===== src/rtl/id_ex_if.sv =====
// ID/EX stage bus: decode-side operands/controls in, EX-side registered copies out,
// plus the flush/hold controls and the hazard/stall-count status.
interface id_ex_if #(
  parameter int XLEN  = 64,
  parameter int REG_W = 5,
  parameter int CNT_W = 16
);
  logic             id_valid;
  logic [XLEN-1:0]  id_pc, id_rs1_data, id_rs2_data, id_imm;
  logic [REG_W-1:0] id_rs1, id_rs2, id_rd;
  logic             id_uses_rs1, id_uses_rs2;
  logic             id_alu_src, id_mem_to_reg, id_reg_write, id_mem_read, id_mem_write, id_branch;
  logic [1:0]       id_alu_op;
  logic             flush, ex_hold;

  logic             hazard_stall;
  logic             ex_valid;
  logic [XLEN-1:0]  ex_pc, ex_rs1_data, ex_rs2_data, ex_imm;
  logic [REG_W-1:0] ex_rs1, ex_rs2, ex_rd;
  logic             ex_alu_src, ex_mem_to_reg, ex_reg_write, ex_mem_read, ex_mem_write, ex_branch;
  logic [1:0]       ex_alu_op;
  logic [CNT_W-1:0] stall_count;

  modport master (
    output id_valid, id_pc, id_rs1_data, id_rs2_data, id_imm, id_rs1, id_rs2, id_rd,
           id_uses_rs1, id_uses_rs2, id_alu_src, id_mem_to_reg, id_reg_write,
           id_mem_read, id_mem_write, id_branch, id_alu_op, flush, ex_hold,
    input  hazard_stall, ex_valid, ex_pc, ex_rs1_data, ex_rs2_data, ex_imm,
           ex_rs1, ex_rs2, ex_rd, ex_alu_src, ex_mem_to_reg, ex_reg_write,
           ex_mem_read, ex_mem_write, ex_branch, ex_alu_op, stall_count
  );

  modport slave (
    input  id_valid, id_pc, id_rs1_data, id_rs2_data, id_imm, id_rs1, id_rs2, id_rd,
           id_uses_rs1, id_uses_rs2, id_alu_src, id_mem_to_reg, id_reg_write,
           id_mem_read, id_mem_write, id_branch, id_alu_op, flush, ex_hold,
    output hazard_stall, ex_valid, ex_pc, ex_rs1_data, ex_rs2_data, ex_imm,
           ex_rs1, ex_rs2, ex_rd, ex_alu_src, ex_mem_to_reg, ex_reg_write,
           ex_mem_read, ex_mem_write, ex_branch, ex_alu_op, stall_count
  );
endinterface


===== src/rtl/id_ex_stage.sv =====
// ID/EX pipeline register with load-use hazard detection, bubble insertion,
// branch flush, downstream hold and a saturating stall counter.
module id_ex_stage #(
  parameter int XLEN  = 64,
  parameter int REG_W = 5,
  parameter int CNT_W = 16
) (
  input logic   clk,
  input logic   rst,
  id_ex_if.slave bus
);

  typedef struct packed {
    logic       alu_src;
    logic       mem_to_reg;
    logic       reg_write;
    logic       mem_read;
    logic       mem_write;
    logic       branch;
    logic [1:0] alu_op;
  } ctrl_t;

  logic             valid_q, valid_d;
  ctrl_t            ctrl_q, ctrl_d, id_ctrl;
  logic [XLEN-1:0]  pc_q, pc_d, rs1_data_q, rs1_data_d, rs2_data_q, rs2_data_d, imm_q, imm_d;
  logic [REG_W-1:0] rs1_q, rs1_d, rs2_q, rs2_d, rd_q, rd_d;
  logic [CNT_W-1:0] cnt_q, cnt_d;
  logic             raw_hazard, stall;

  assign id_ctrl = '{alu_src:    bus.id_alu_src,
                     mem_to_reg: bus.id_mem_to_reg,
                     reg_write:  bus.id_reg_write,
                     mem_read:   bus.id_mem_read,
                     mem_write:  bus.id_mem_write,
                     branch:     bus.id_branch,
                     alu_op:     bus.id_alu_op};

  // x0 is never a real producer, so a load to x0 cannot create a hazard.
  assign raw_hazard = valid_q & ctrl_q.mem_read & (rd_q != '0) & bus.id_valid &
                      ((bus.id_uses_rs1 & (bus.id_rs1 == rd_q)) |
                       (bus.id_uses_rs2 & (bus.id_rs2 == rd_q)));
  assign stall = raw_hazard & ~bus.flush;

  always_comb begin
    valid_d    = valid_q;
    ctrl_d     = ctrl_q;
    pc_d       = pc_q;
    rs1_data_d = rs1_data_q;
    rs2_data_d = rs2_data_q;
    imm_d      = imm_q;
    rs1_d      = rs1_q;
    rs2_d      = rs2_q;
    rd_d       = rd_q;
    cnt_d      = (stall && cnt_q != '1) ? cnt_q + 1'b1 : cnt_q;

    // Flush and bubble only kill controls; datapath fields are don't-care when invalid.
    if (bus.flush || (!bus.ex_hold && stall)) begin
      valid_d = 1'b0;
      ctrl_d  = '0;
    end else if (!bus.ex_hold) begin
      valid_d    = bus.id_valid;
      ctrl_d     = bus.id_valid ? id_ctrl : '0;
      pc_d       = bus.id_pc;
      rs1_data_d = bus.id_rs1_data;
      rs2_data_d = bus.id_rs2_data;
      imm_d      = bus.id_imm;
      rs1_d      = bus.id_rs1;
      rs2_d      = bus.id_rs2;
      rd_d       = bus.id_rd;
    end
  end

  always_ff @(posedge clk or posedge rst) begin
    if (rst) begin
      valid_q    <= 1'b0;
      ctrl_q     <= '0;
      pc_q       <= '0;
      rs1_data_q <= '0;
      rs2_data_q <= '0;
      imm_q      <= '0;
      rs1_q      <= '0;
      rs2_q      <= '0;
      rd_q       <= '0;
      cnt_q      <= '0;
    end else begin
      valid_q    <= valid_d;
      ctrl_q     <= ctrl_d;
      pc_q       <= pc_d;
      rs1_data_q <= rs1_data_d;
      rs2_data_q <= rs2_data_d;
      imm_q      <= imm_d;
      rs1_q      <= rs1_d;
      rs2_q      <= rs2_d;
      rd_q       <= rd_d;
      cnt_q      <= cnt_d;
    end
  end

  assign bus.hazard_stall  = stall;
  assign bus.ex_valid      = valid_q;
  assign bus.ex_pc         = pc_q;
  assign bus.ex_rs1_data   = rs1_data_q;
  assign bus.ex_rs2_data   = rs2_data_q;
  assign bus.ex_imm        = imm_q;
  assign bus.ex_rs1        = rs1_q;
  assign bus.ex_rs2        = rs2_q;
  assign bus.ex_rd         = rd_q;
  assign bus.ex_alu_src    = ctrl_q.alu_src;
  assign bus.ex_mem_to_reg = ctrl_q.mem_to_reg;
  assign bus.ex_reg_write  = ctrl_q.reg_write;
  assign bus.ex_mem_read   = ctrl_q.mem_read;
  assign bus.ex_mem_write  = ctrl_q.mem_write;
  assign bus.ex_branch     = ctrl_q.branch;
  assign bus.ex_alu_op     = ctrl_q.alu_op;
  assign bus.stall_count   = cnt_q;

endmodule


===== src/flat_wrapper.sv =====
// flat-port wrapper written by rule: the top's interface ports become plain ports
module id_ex_stage_flat 
#(
  parameter int XLEN  = 64,
  parameter int REG_W = 5,
  parameter int CNT_W = 16
)
  (clk, rst, bus_id_valid, bus_id_pc, bus_id_rs1_data, bus_id_rs2_data, bus_id_imm, bus_id_rs1, bus_id_rs2, bus_id_rd, bus_id_uses_rs1, bus_id_uses_rs2, bus_id_alu_src, bus_id_mem_to_reg, bus_id_reg_write, bus_id_mem_read, bus_id_mem_write, bus_id_branch, bus_id_alu_op, bus_flush, bus_ex_hold, bus_hazard_stall, bus_ex_valid, bus_ex_pc, bus_ex_rs1_data, bus_ex_rs2_data, bus_ex_imm, bus_ex_rs1, bus_ex_rs2, bus_ex_rd, bus_ex_alu_src, bus_ex_mem_to_reg, bus_ex_reg_write, bus_ex_mem_read, bus_ex_mem_write, bus_ex_branch, bus_ex_alu_op, bus_stall_count);
  id_ex_if #(.XLEN(XLEN), .REG_W(REG_W), .CNT_W(CNT_W)) bus_i ();
  input logic clk;
  input logic rst;
  input wire logic [$bits(bus_i.id_valid)-1:0] bus_id_valid;
  input wire logic [$bits(bus_i.id_pc)-1:0] bus_id_pc;
  input wire logic [$bits(bus_i.id_rs1_data)-1:0] bus_id_rs1_data;
  input wire logic [$bits(bus_i.id_rs2_data)-1:0] bus_id_rs2_data;
  input wire logic [$bits(bus_i.id_imm)-1:0] bus_id_imm;
  input wire logic [$bits(bus_i.id_rs1)-1:0] bus_id_rs1;
  input wire logic [$bits(bus_i.id_rs2)-1:0] bus_id_rs2;
  input wire logic [$bits(bus_i.id_rd)-1:0] bus_id_rd;
  input wire logic [$bits(bus_i.id_uses_rs1)-1:0] bus_id_uses_rs1;
  input wire logic [$bits(bus_i.id_uses_rs2)-1:0] bus_id_uses_rs2;
  input wire logic [$bits(bus_i.id_alu_src)-1:0] bus_id_alu_src;
  input wire logic [$bits(bus_i.id_mem_to_reg)-1:0] bus_id_mem_to_reg;
  input wire logic [$bits(bus_i.id_reg_write)-1:0] bus_id_reg_write;
  input wire logic [$bits(bus_i.id_mem_read)-1:0] bus_id_mem_read;
  input wire logic [$bits(bus_i.id_mem_write)-1:0] bus_id_mem_write;
  input wire logic [$bits(bus_i.id_branch)-1:0] bus_id_branch;
  input wire logic [$bits(bus_i.id_alu_op)-1:0] bus_id_alu_op;
  input wire logic [$bits(bus_i.flush)-1:0] bus_flush;
  input wire logic [$bits(bus_i.ex_hold)-1:0] bus_ex_hold;
  output wire logic [$bits(bus_i.hazard_stall)-1:0] bus_hazard_stall;
  output wire logic [$bits(bus_i.ex_valid)-1:0] bus_ex_valid;
  output wire logic [$bits(bus_i.ex_pc)-1:0] bus_ex_pc;
  output wire logic [$bits(bus_i.ex_rs1_data)-1:0] bus_ex_rs1_data;
  output wire logic [$bits(bus_i.ex_rs2_data)-1:0] bus_ex_rs2_data;
  output wire logic [$bits(bus_i.ex_imm)-1:0] bus_ex_imm;
  output wire logic [$bits(bus_i.ex_rs1)-1:0] bus_ex_rs1;
  output wire logic [$bits(bus_i.ex_rs2)-1:0] bus_ex_rs2;
  output wire logic [$bits(bus_i.ex_rd)-1:0] bus_ex_rd;
  output wire logic [$bits(bus_i.ex_alu_src)-1:0] bus_ex_alu_src;
  output wire logic [$bits(bus_i.ex_mem_to_reg)-1:0] bus_ex_mem_to_reg;
  output wire logic [$bits(bus_i.ex_reg_write)-1:0] bus_ex_reg_write;
  output wire logic [$bits(bus_i.ex_mem_read)-1:0] bus_ex_mem_read;
  output wire logic [$bits(bus_i.ex_mem_write)-1:0] bus_ex_mem_write;
  output wire logic [$bits(bus_i.ex_branch)-1:0] bus_ex_branch;
  output wire logic [$bits(bus_i.ex_alu_op)-1:0] bus_ex_alu_op;
  output wire logic [$bits(bus_i.stall_count)-1:0] bus_stall_count;
  assign bus_i.id_valid = bus_id_valid;
  assign bus_i.id_pc = bus_id_pc;
  assign bus_i.id_rs1_data = bus_id_rs1_data;
  assign bus_i.id_rs2_data = bus_id_rs2_data;
  assign bus_i.id_imm = bus_id_imm;
  assign bus_i.id_rs1 = bus_id_rs1;
  assign bus_i.id_rs2 = bus_id_rs2;
  assign bus_i.id_rd = bus_id_rd;
  assign bus_i.id_uses_rs1 = bus_id_uses_rs1;
  assign bus_i.id_uses_rs2 = bus_id_uses_rs2;
  assign bus_i.id_alu_src = bus_id_alu_src;
  assign bus_i.id_mem_to_reg = bus_id_mem_to_reg;
  assign bus_i.id_reg_write = bus_id_reg_write;
  assign bus_i.id_mem_read = bus_id_mem_read;
  assign bus_i.id_mem_write = bus_id_mem_write;
  assign bus_i.id_branch = bus_id_branch;
  assign bus_i.id_alu_op = bus_id_alu_op;
  assign bus_i.flush = bus_flush;
  assign bus_i.ex_hold = bus_ex_hold;
  assign bus_hazard_stall = bus_i.hazard_stall;
  assign bus_ex_valid = bus_i.ex_valid;
  assign bus_ex_pc = bus_i.ex_pc;
  assign bus_ex_rs1_data = bus_i.ex_rs1_data;
  assign bus_ex_rs2_data = bus_i.ex_rs2_data;
  assign bus_ex_imm = bus_i.ex_imm;
  assign bus_ex_rs1 = bus_i.ex_rs1;
  assign bus_ex_rs2 = bus_i.ex_rs2;
  assign bus_ex_rd = bus_i.ex_rd;
  assign bus_ex_alu_src = bus_i.ex_alu_src;
  assign bus_ex_mem_to_reg = bus_i.ex_mem_to_reg;
  assign bus_ex_reg_write = bus_i.ex_reg_write;
  assign bus_ex_mem_read = bus_i.ex_mem_read;
  assign bus_ex_mem_write = bus_i.ex_mem_write;
  assign bus_ex_branch = bus_i.ex_branch;
  assign bus_ex_alu_op = bus_i.ex_alu_op;
  assign bus_stall_count = bus_i.stall_count;
  id_ex_stage #(.XLEN(XLEN), .REG_W(REG_W), .CNT_W(CNT_W)) u_core (.clk(clk), .rst(rst), .bus(bus_i));
endmodule

===== config.mk =====
export PLATFORM = sky130hd
export DESIGN_NAME = id_ex_stage_flat
export DESIGN_NICKNAME = d
export VERILOG_FILES = /design/src/rtl/id_ex_if.sv /design/src/rtl/id_ex_stage.sv /design/src/flat_wrapper.sv
export SDC_FILE = /design/constraint.sdc
export NUM_CORES = 1
export LEC_CHECK = 0
export ABC_AREA = 1
export CAP_MARGIN = 20
export CELL_PAD_IN_SITES_DETAIL_PLACEMENT = 0
export CELL_PAD_IN_SITES_GLOBAL_PLACEMENT = 1
export CORE_AREA = 3 3 228 230
export CTS_BUF_LIST = sky130_fd_sc_hd__clkbuf_16
export DETAILED_ROUTE_END_ITERATION = 6
export DIE_AREA = 0 0 231 233
export PLACE_DENSITY_LB_ADDON = 0.1
export SYNTH_ARGS = -nofsm -noshare
export SYNTH_HDL_FRONTEND = slang
export SYNTH_SLANG_ARGS = --single-unit

===== constraint.sdc =====
create_clock -name clk -period 26.5 [get_ports clk]
set_clock_uncertainty 0.05 [all_clocks]
set_input_delay 5.3 -clock clk [delete_from_list [all_inputs] [get_ports clk]]
set_output_delay 5.3 -clock clk [all_outputs]
set_load 0.005 [all_outputs]

==> impl_metrics.csv, run 1 <==
group,metric,value,unit
run_status,status,"complete, no violations",
yosys,synthCells,1404,
clock_tree,clk_pin_slew_worst_paths,0.06,ns
placed_design,hpwl,36800,um
sta,fin_crit,13.02,ns
floorplan,core,50100,sq um
finish,fin_area,19700,sq um
clock_tree,cts_setup_buffers,0,
power,p_comb_share,20.1,%
yosys,synth_top_area_share,60.6,%
global_routing,grt_pass1_wl,77500,um
sta,fin_tns_setup,0,ns
finish,multi_input_area,4200,sq um
finish,fin_nets,2229,
critical_path,slowest_stage,"clkdlybuf4s50_1",
yosys,ys.warnings.count,0,
route,vias,11552,
critical_path,cp.arrival,7.67,ns
route,drt_iter0_drc,774,
min_path,min_from,"u_core.bus.ex_rs1_data[47]$_DFFE_PP0P_",
floorplan,ios,583,
clock_tree,htreeDepth,2,
route,drcViolationCount,0,
global_routing,grt_pass1_vias,11547,
sta,rsz0062_at_grt,"false",
critical_path,r2r_setup_slack,22.86,ns
clock_tree,cts_buffer_depth,3,
power,power_density,64.4,nW/um^2
floorplan,initial_core_util,24.4,%
global_routing,gr-total-overflow,0,
sta,worstMarginPinSlew,1.10,ns
floorplan,die-area,53800,sq um
sta,slew_headroom,26.8,%
floorplan,die_w,231,um
finish,fin_util,39.2,%
critical_path,endpoint_kind,"output port",
critical_path,required,21.15,ns
critical_path,ff2ff_path_depth,11,
critical_path,startpoint_type,"primary input",
power,p_sw,337,uW
global_routing,grt.total_usage,19.0,%
clock_tree,cts_hold_buf,0,
yosys,ys_top_cells_by_area,"dfrtp_1 (61%), nand2_1 (19%), nand3_1 (12%)",
yosys,synth-seq-area-share,60.6,%
sta,period_share,49.1,%
power,peakVddDrop,0.0335,mV
route,wl_per_cell,20.0,um
route,wl,52900,um
clock_tree,clock_latency,0.54,ns
finish,final_common_cell,"nand2_1",
critical_path,crit_end,"bus_hazard_stall",
critical_path,max_stage_delay,0.54,ns
clock_tree,cts.repair.resized,0,
yosys,ys_seq_elements,296,
yosys,syn_area_per_cell,8.71,sq um
floorplan,die_y,233,um
global_routing,grt_start_max_net_pins,196,
power,sw_frac_of_total,26.6,%
placed_design,io_buffers,582,
placed_design,gp_congestion,0.821,
power,power_frac_seq,42.2,%
sta,hold_viol,0,
clock_tree,clockRootBuffer,"clkbuf_16",
critical_path,critical_path.max_fanout,62,
finish,seq_area,7410,sq um
power,power.internal,928,uW
finish,drive_above_1_share,3.20,%
power,p_clk_share,37.7,%
clock_tree,numCtsBuffers,38,
sta,setup_viol,0,
sta,slew_viol_final,0,
finish,instances_no_fill,2649,
finish,final_cell_mix,"nand2_1 (626), clkdlybuf4s50_1 (582), dfrtp_1 (296)",
finish,syn_to_final_growth,60.6,%
clock_tree,cts_tree,"yes",
finish,fillers,5176,
critical_path,path_cells,"clkdlybuf4s50_1 > inv_1 > nand2_1 > nand2_1 > nor2_1 > nand3_1 > nand2_1 > nand2_4 > inv_2 > clkdlybuf4s50_1",
route,post_drt_via_cell_ratio,4.36,
route,ant_nets,0,
critical_path,crit_path_frequent_cell,"nand2_1",
power,power_leakage,9.32,nW
route,drtPass1Iterations,5,
global_routing,antenna_found_initial,9,
yosys,syn_area,12200,sq um
placed_design,dpl.cell_count,2573,
sta,timing.fmax,0.0768,GHz
yosys,synth.distinct_cells,22,
clock_tree,clock-sinks,296,
critical_path,cp-startpoint,"bus_id_rs1[0]",
yosys,synth_top_area_cell,"dfrtp_1",
floorplan,rows,82,
critical_path,timing.rr.start,"u_core.bus.ex_rd[3]$_DFFE_PP0P_",
yosys,syn_nets,1691,
critical_path,crit_type,"in -> out",
min_path,hp-class,"reg -> reg",
critical_path,r2r-end,"u_core.bus.ex_rs2_data[26]$_DFFE_PP0P_",
run,cap_violations,0,
placed_design,place_area,18500,sq um
==> cells by family (layout without fill, tap and decap cells) <==
group / after synthesis / in the layout / synth area share, %
xor gates and xnor gates: 13 / 13 / 0.931
adders and majority gates: 1 / 1 / 0.102
other: 0 / 7 / 0
and+or+nand+nor: 953 / 953 / 32.5
DFF: 296 / 296 / 60.6
buffers and inverters: 128 / 694 / 5.36
AOI/OAI and AO/OA: 13 / 13 / 0.532
==> critical path: cells and delay by family <==
family                 cells  cell delay [ns]
buffers and inverters      4             1.37
and+or+nand+nor            6             0.94
==> layer usage <==
layer / share of wire, % / GRT usage [%] / vias up
li1: - / - / 5579
met1: 39 / 22.5 / 5479
met2: 49 / 31.4 / 411
met3: 9.7 / 7.87 / 79
met4: 2.6 / 5.91 / 4
met5: 0.051 / 0 / -
==> cell usage after synthesis (all sizes together) <==
library cell  count
dfrtp           296
inv              32
nor3              3
xnor2             9
nand4            12
nor2             23
xor2              4
o21ai            13
clkinv            1
buf              82
and3              2
nand2           628
ha                1
clkbuf           13
nand3           285
==> power by group through the flow <==
| stage | logic (mW) | clock network (mW) | registers [mW] |
|---|---|---|---|
| final | 0.254 | 0.477 | 0.534 |
| after global routing | 0.278 | 0.513 | 0.541 |
| after CTS | 0.261 | 0.496 | 0.535 |
| after detailed placement | 0.260 | 0 | 0.542 |
| after global placement | 0.260 | 0 | 0.541 |
| after floorplan | 0.0674 | 0 | 0.545 |
==> area by class of cell <==
class | count | share of cell area [%]
Inverter | 33 | 0.669
Sequential cell | 296 | 37.7
Clock inverter | 29 | 0.720
Clock buffer | 39 | 4.97
Timing Repair Buffer | 593 | 30.2
Tap cell | 672 | 4.28
Multi-Input combinational cell | 980 | 21.4
Antenna cell | 7 | 0.0891
==> worst min-delay path by stage <==
stage / end / slack (ns) / cells past startpoint
4_1_cts: u_core.bus.ex_rs1_data[38]$_DFFE_PP0P_ / 0.42 / 2
3_3_place_gp: u_core.bus.ex_rs1_data[27]$_DFFE_PP0P_ / 0.40 / 2
3_5_place_dp: u_core.bus.ex_rs1_data[38]$_DFFE_PP0P_ / 0.41 / 2
5_1_grt: u_core.bus.ex_rs2_data[60]$_DFFE_PP0P_ / 0.43 / 2
2_1_floorplan: u_core.bus.ex_rs1_data[33]$_DFFE_PP0P_ / 0.42 / 2
6_report: u_core.bus.ex_rs1_data[47]$_DFFE_PP0P_ / 0.42 / 2
==> per-stage QoR <==
step	hold slack [ns]	total power, mW	worst slack (ns)
final	0.416	1.26	13.48
after global routing	0.433	1.33	13.27
after CTS	0.421	1.29	13.40
after detailed placement	0.407	0.802	13.41
after global placement	0.402	0.800	13.44
after floorplan	0.415	0.612	12.97
No activity file was read; power rests on OpenSTA's default activity.
==> inputs of run 2 (changes only) <==
--- a/config.mk
+++ b/config.mk
@@ -9,10 +9,10 @@
 export CAP_MARGIN = 20
 export CELL_PAD_IN_SITES_DETAIL_PLACEMENT = 0
 export CELL_PAD_IN_SITES_GLOBAL_PLACEMENT = 1
-export CORE_AREA = 3 3 228 230
+export CORE_AREA = 3 3 229 231
 export CTS_BUF_LIST = sky130_fd_sc_hd__clkbuf_16
 export DETAILED_ROUTE_END_ITERATION = 6
-export DIE_AREA = 0 0 231 233
+export DIE_AREA = 0 0 232 234
 export PLACE_DENSITY_LB_ADDON = 0.1
 export SYNTH_ARGS = -nofsm -noshare
 export SYNTH_HDL_FRONTEND = slang
==> constraint.sdc (replaced) <==
create_clock -name clk -period 12.25 [get_ports clk]
set_clock_uncertainty 0.05 [all_clocks]
set_input_delay 2.45 -clock clk [delete_from_list [all_inputs] [get_ports clk]]
set_output_delay 2.45 -clock clk [all_outputs]
set_load 0.005 [all_outputs]
==> run 2 against run 1 <==
  * Register-to-register slack lost 14 ns
  * Power increased by 120%
  * Sequential power increased by 120%
  * Critical endpoint unchanged
  * Clock power rose by 130%
  * Critical path type unchanged
  * Global-route usage barely moved
  * Cell area grew 0.45%
==> impl_metrics.csv, run 2 (synthesized netlist as in run 1, its figures left out) <==
group,metric,value,unit
power,power.total,2.78,mW
global_routing,grt_start_max_net_pins,220,
power,power_leakage,9.35,nW
run_status,status,"complete, no violations",
power,power.internal,2.05,mW
floorplan,ios,583,
floorplan,initial_core_util,24.3,%
power,peakVddDrop,0.109,mV
global_routing,grt.total_usage,19.0,%
finish,final_common_cell,"nand2_1",
sta,fin_ws,4.89,ns
clock_tree,clock-sinks,296,
finish,fin_nets,2230,
sta,period_share,60.1,%
route,wl,52800,um
sta,setup_viol,0,
clock_tree,htreeDepth,2,
power,p_sw,728,uW
sta,rsz0062_at_grt,"false",
floorplan,die-area,54300,sq um
min_path,hp-class,"reg -> reg",
route,vias,11552,
route,drcViolationCount,0,
route,drtPass1Iterations,4,
sta,whs,0.415,ns
critical_path,required,9.75,ns
sta,slew_viol_final,0,
sta,timing.fmax,0.136,GHz
power,power_density,141,nW/um^2
finish,final_cell_mix,"nand2_1 (626), clkdlybuf4s50_1 (582), dfrtp_1 (296)",
global_routing,antenna_found_initial,9,
clock_tree,cts_hold_buf,0,
floorplan,rows,82,
global_routing,grt_pass1_vias,11734,
sta,fin_crit,7.36,ns
finish,drive_above_1_share,3.40,%
clock_tree,cts_tree,"yes",
power,sw_frac_of_total,26.2,%
global_routing,grt_pass1_wl,78100,um
placed_design,hpwl,37000,um
critical_path,endpoint_kind,"output port",
sta,slew_headroom,21.2,%
sta,hold_viol,0,
critical_path,cp.arrival,4.86,ns
critical_path,crit_type,"in -> out",
floorplan,die_y,234,um
route,wl_per_cell,19.9,um
critical_path,critical_path.max_fanout,67,
clock_tree,clock_latency,0.55,ns
clock_tree,clk_pin_slew_worst_paths,0.06,ns
power,power_frac_seq,41.6,%
route,post_drt_via_cell_ratio,4.36,
sta,fin_tns_setup,0,ns
clock_tree,cts.repair.resized,0,
sta,worstMarginPinSlew,1.18,ns
floorplan,core,50300,sq um
placed_design,io_buffers,582,
route,ant_nets,0,
placed_design,dp_slack,4.82,ns
floorplan,die_w,232,um
global_routing,gr-total-overflow,0,
route,drt_iter0_drc,681,
placed_design,gp_congestion,0.774,
power,p_comb_share,19.7,%
finish,syn_to_final_growth,61.4,%
finish,fin_util,39.3,%
clock_tree,cts_buffer_depth,3,
run,cap_violations,0,
clock_tree,clockRootBuffer,"clkbuf_16",
critical_path,startpoint_type,"primary input",
clock_tree,cts_setup_buffers,0,
power,p_clk_share,38.8,%
clock_tree,numCtsBuffers,38,
==> run 2: worst paths after layout <==
check                                                               to  depth (start not counted)  slack, ns                         startpoint
worst max register to register  u_core.bus.ex_rs2_data[27]$_DFFE_PP0P_                         11       8.51    u_core.bus.ex_rd[3]$_DFFE_PP0P_
min in group asynchronous            u_core.bus.ex_imm[10]$_DFFE_PP0P_                          2       2.39                                rst
max in group asynchronous             u_core.bus.ex_pc[33]$_DFFE_PP0P_                          4       7.42                                rst
worst min-delay path                 u_core.bus.ex_imm[39]$_DFFE_PP0P_                          2       0.42  u_core.bus.ex_imm[39]$_DFFE_PP0P_
worst max-delay path                                  bus_hazard_stall                         10       4.89                      bus_id_rs1[3]
worst min register to register       u_core.bus.ex_imm[39]$_DFFE_PP0P_                          2       0.42  u_core.bus.ex_imm[39]$_DFFE_PP0P_
==> run 2: power groups by stage <==
stage | clock network (mW) | registers, mW | logic, mW
after floorplan | 0 | 1.18 | 0.146
after global placement | 0 | 1.17 | 0.560
after detailed placement | 0 | 1.17 | 0.561
after CTS | 1.12 | 1.16 | 0.563
after global routing | 1.16 | 1.17 | 0.602
final | 1.08 | 1.16 | 0.547
==> run 2: layout make-up <==
type	count	area (sq um)
well taps	672	841
inverters	33	131
clock buffers	41	1030
repair buffers	594	5960
clock inverters	26	153
diodes	9	22.5
flip-flops and latches	296	7410
multi-input cells	980	4200
fillers	5184	30500
==> run 2: critical path, cell delays in order <==
cell and delay (ns):
clkdlybuf4s50_1 0.52, inv_1 0.05, nand2_1 0.05, nand2_1 0.05, nor2_1 0.16, nand3_1 0.11
nand2_1 0.16, nand2_4 0.49, inv_2 0.25, clkdlybuf4s50_1 0.55
==> run 2: routing by layer <==
metal  GRT usage, %  vias up  part of all wire (%)
met5              0        -                 0.078
met2           32.5      360                    50
met4           5.17        6                   2.0
met3           7.13       64                   8.7
li1               -     5583                     -
met1           22.4     5539                    40
==> run 2: through the flow <==
stage,std cells,cell area (sq um)
2_1_floorplan,1404,12200
3_3_place_gp,2573,18500
3_5_place_dp,2574,18500
4_1_cts,2641,19700
5_1_grt,2648,19700
6_report,2651,19700
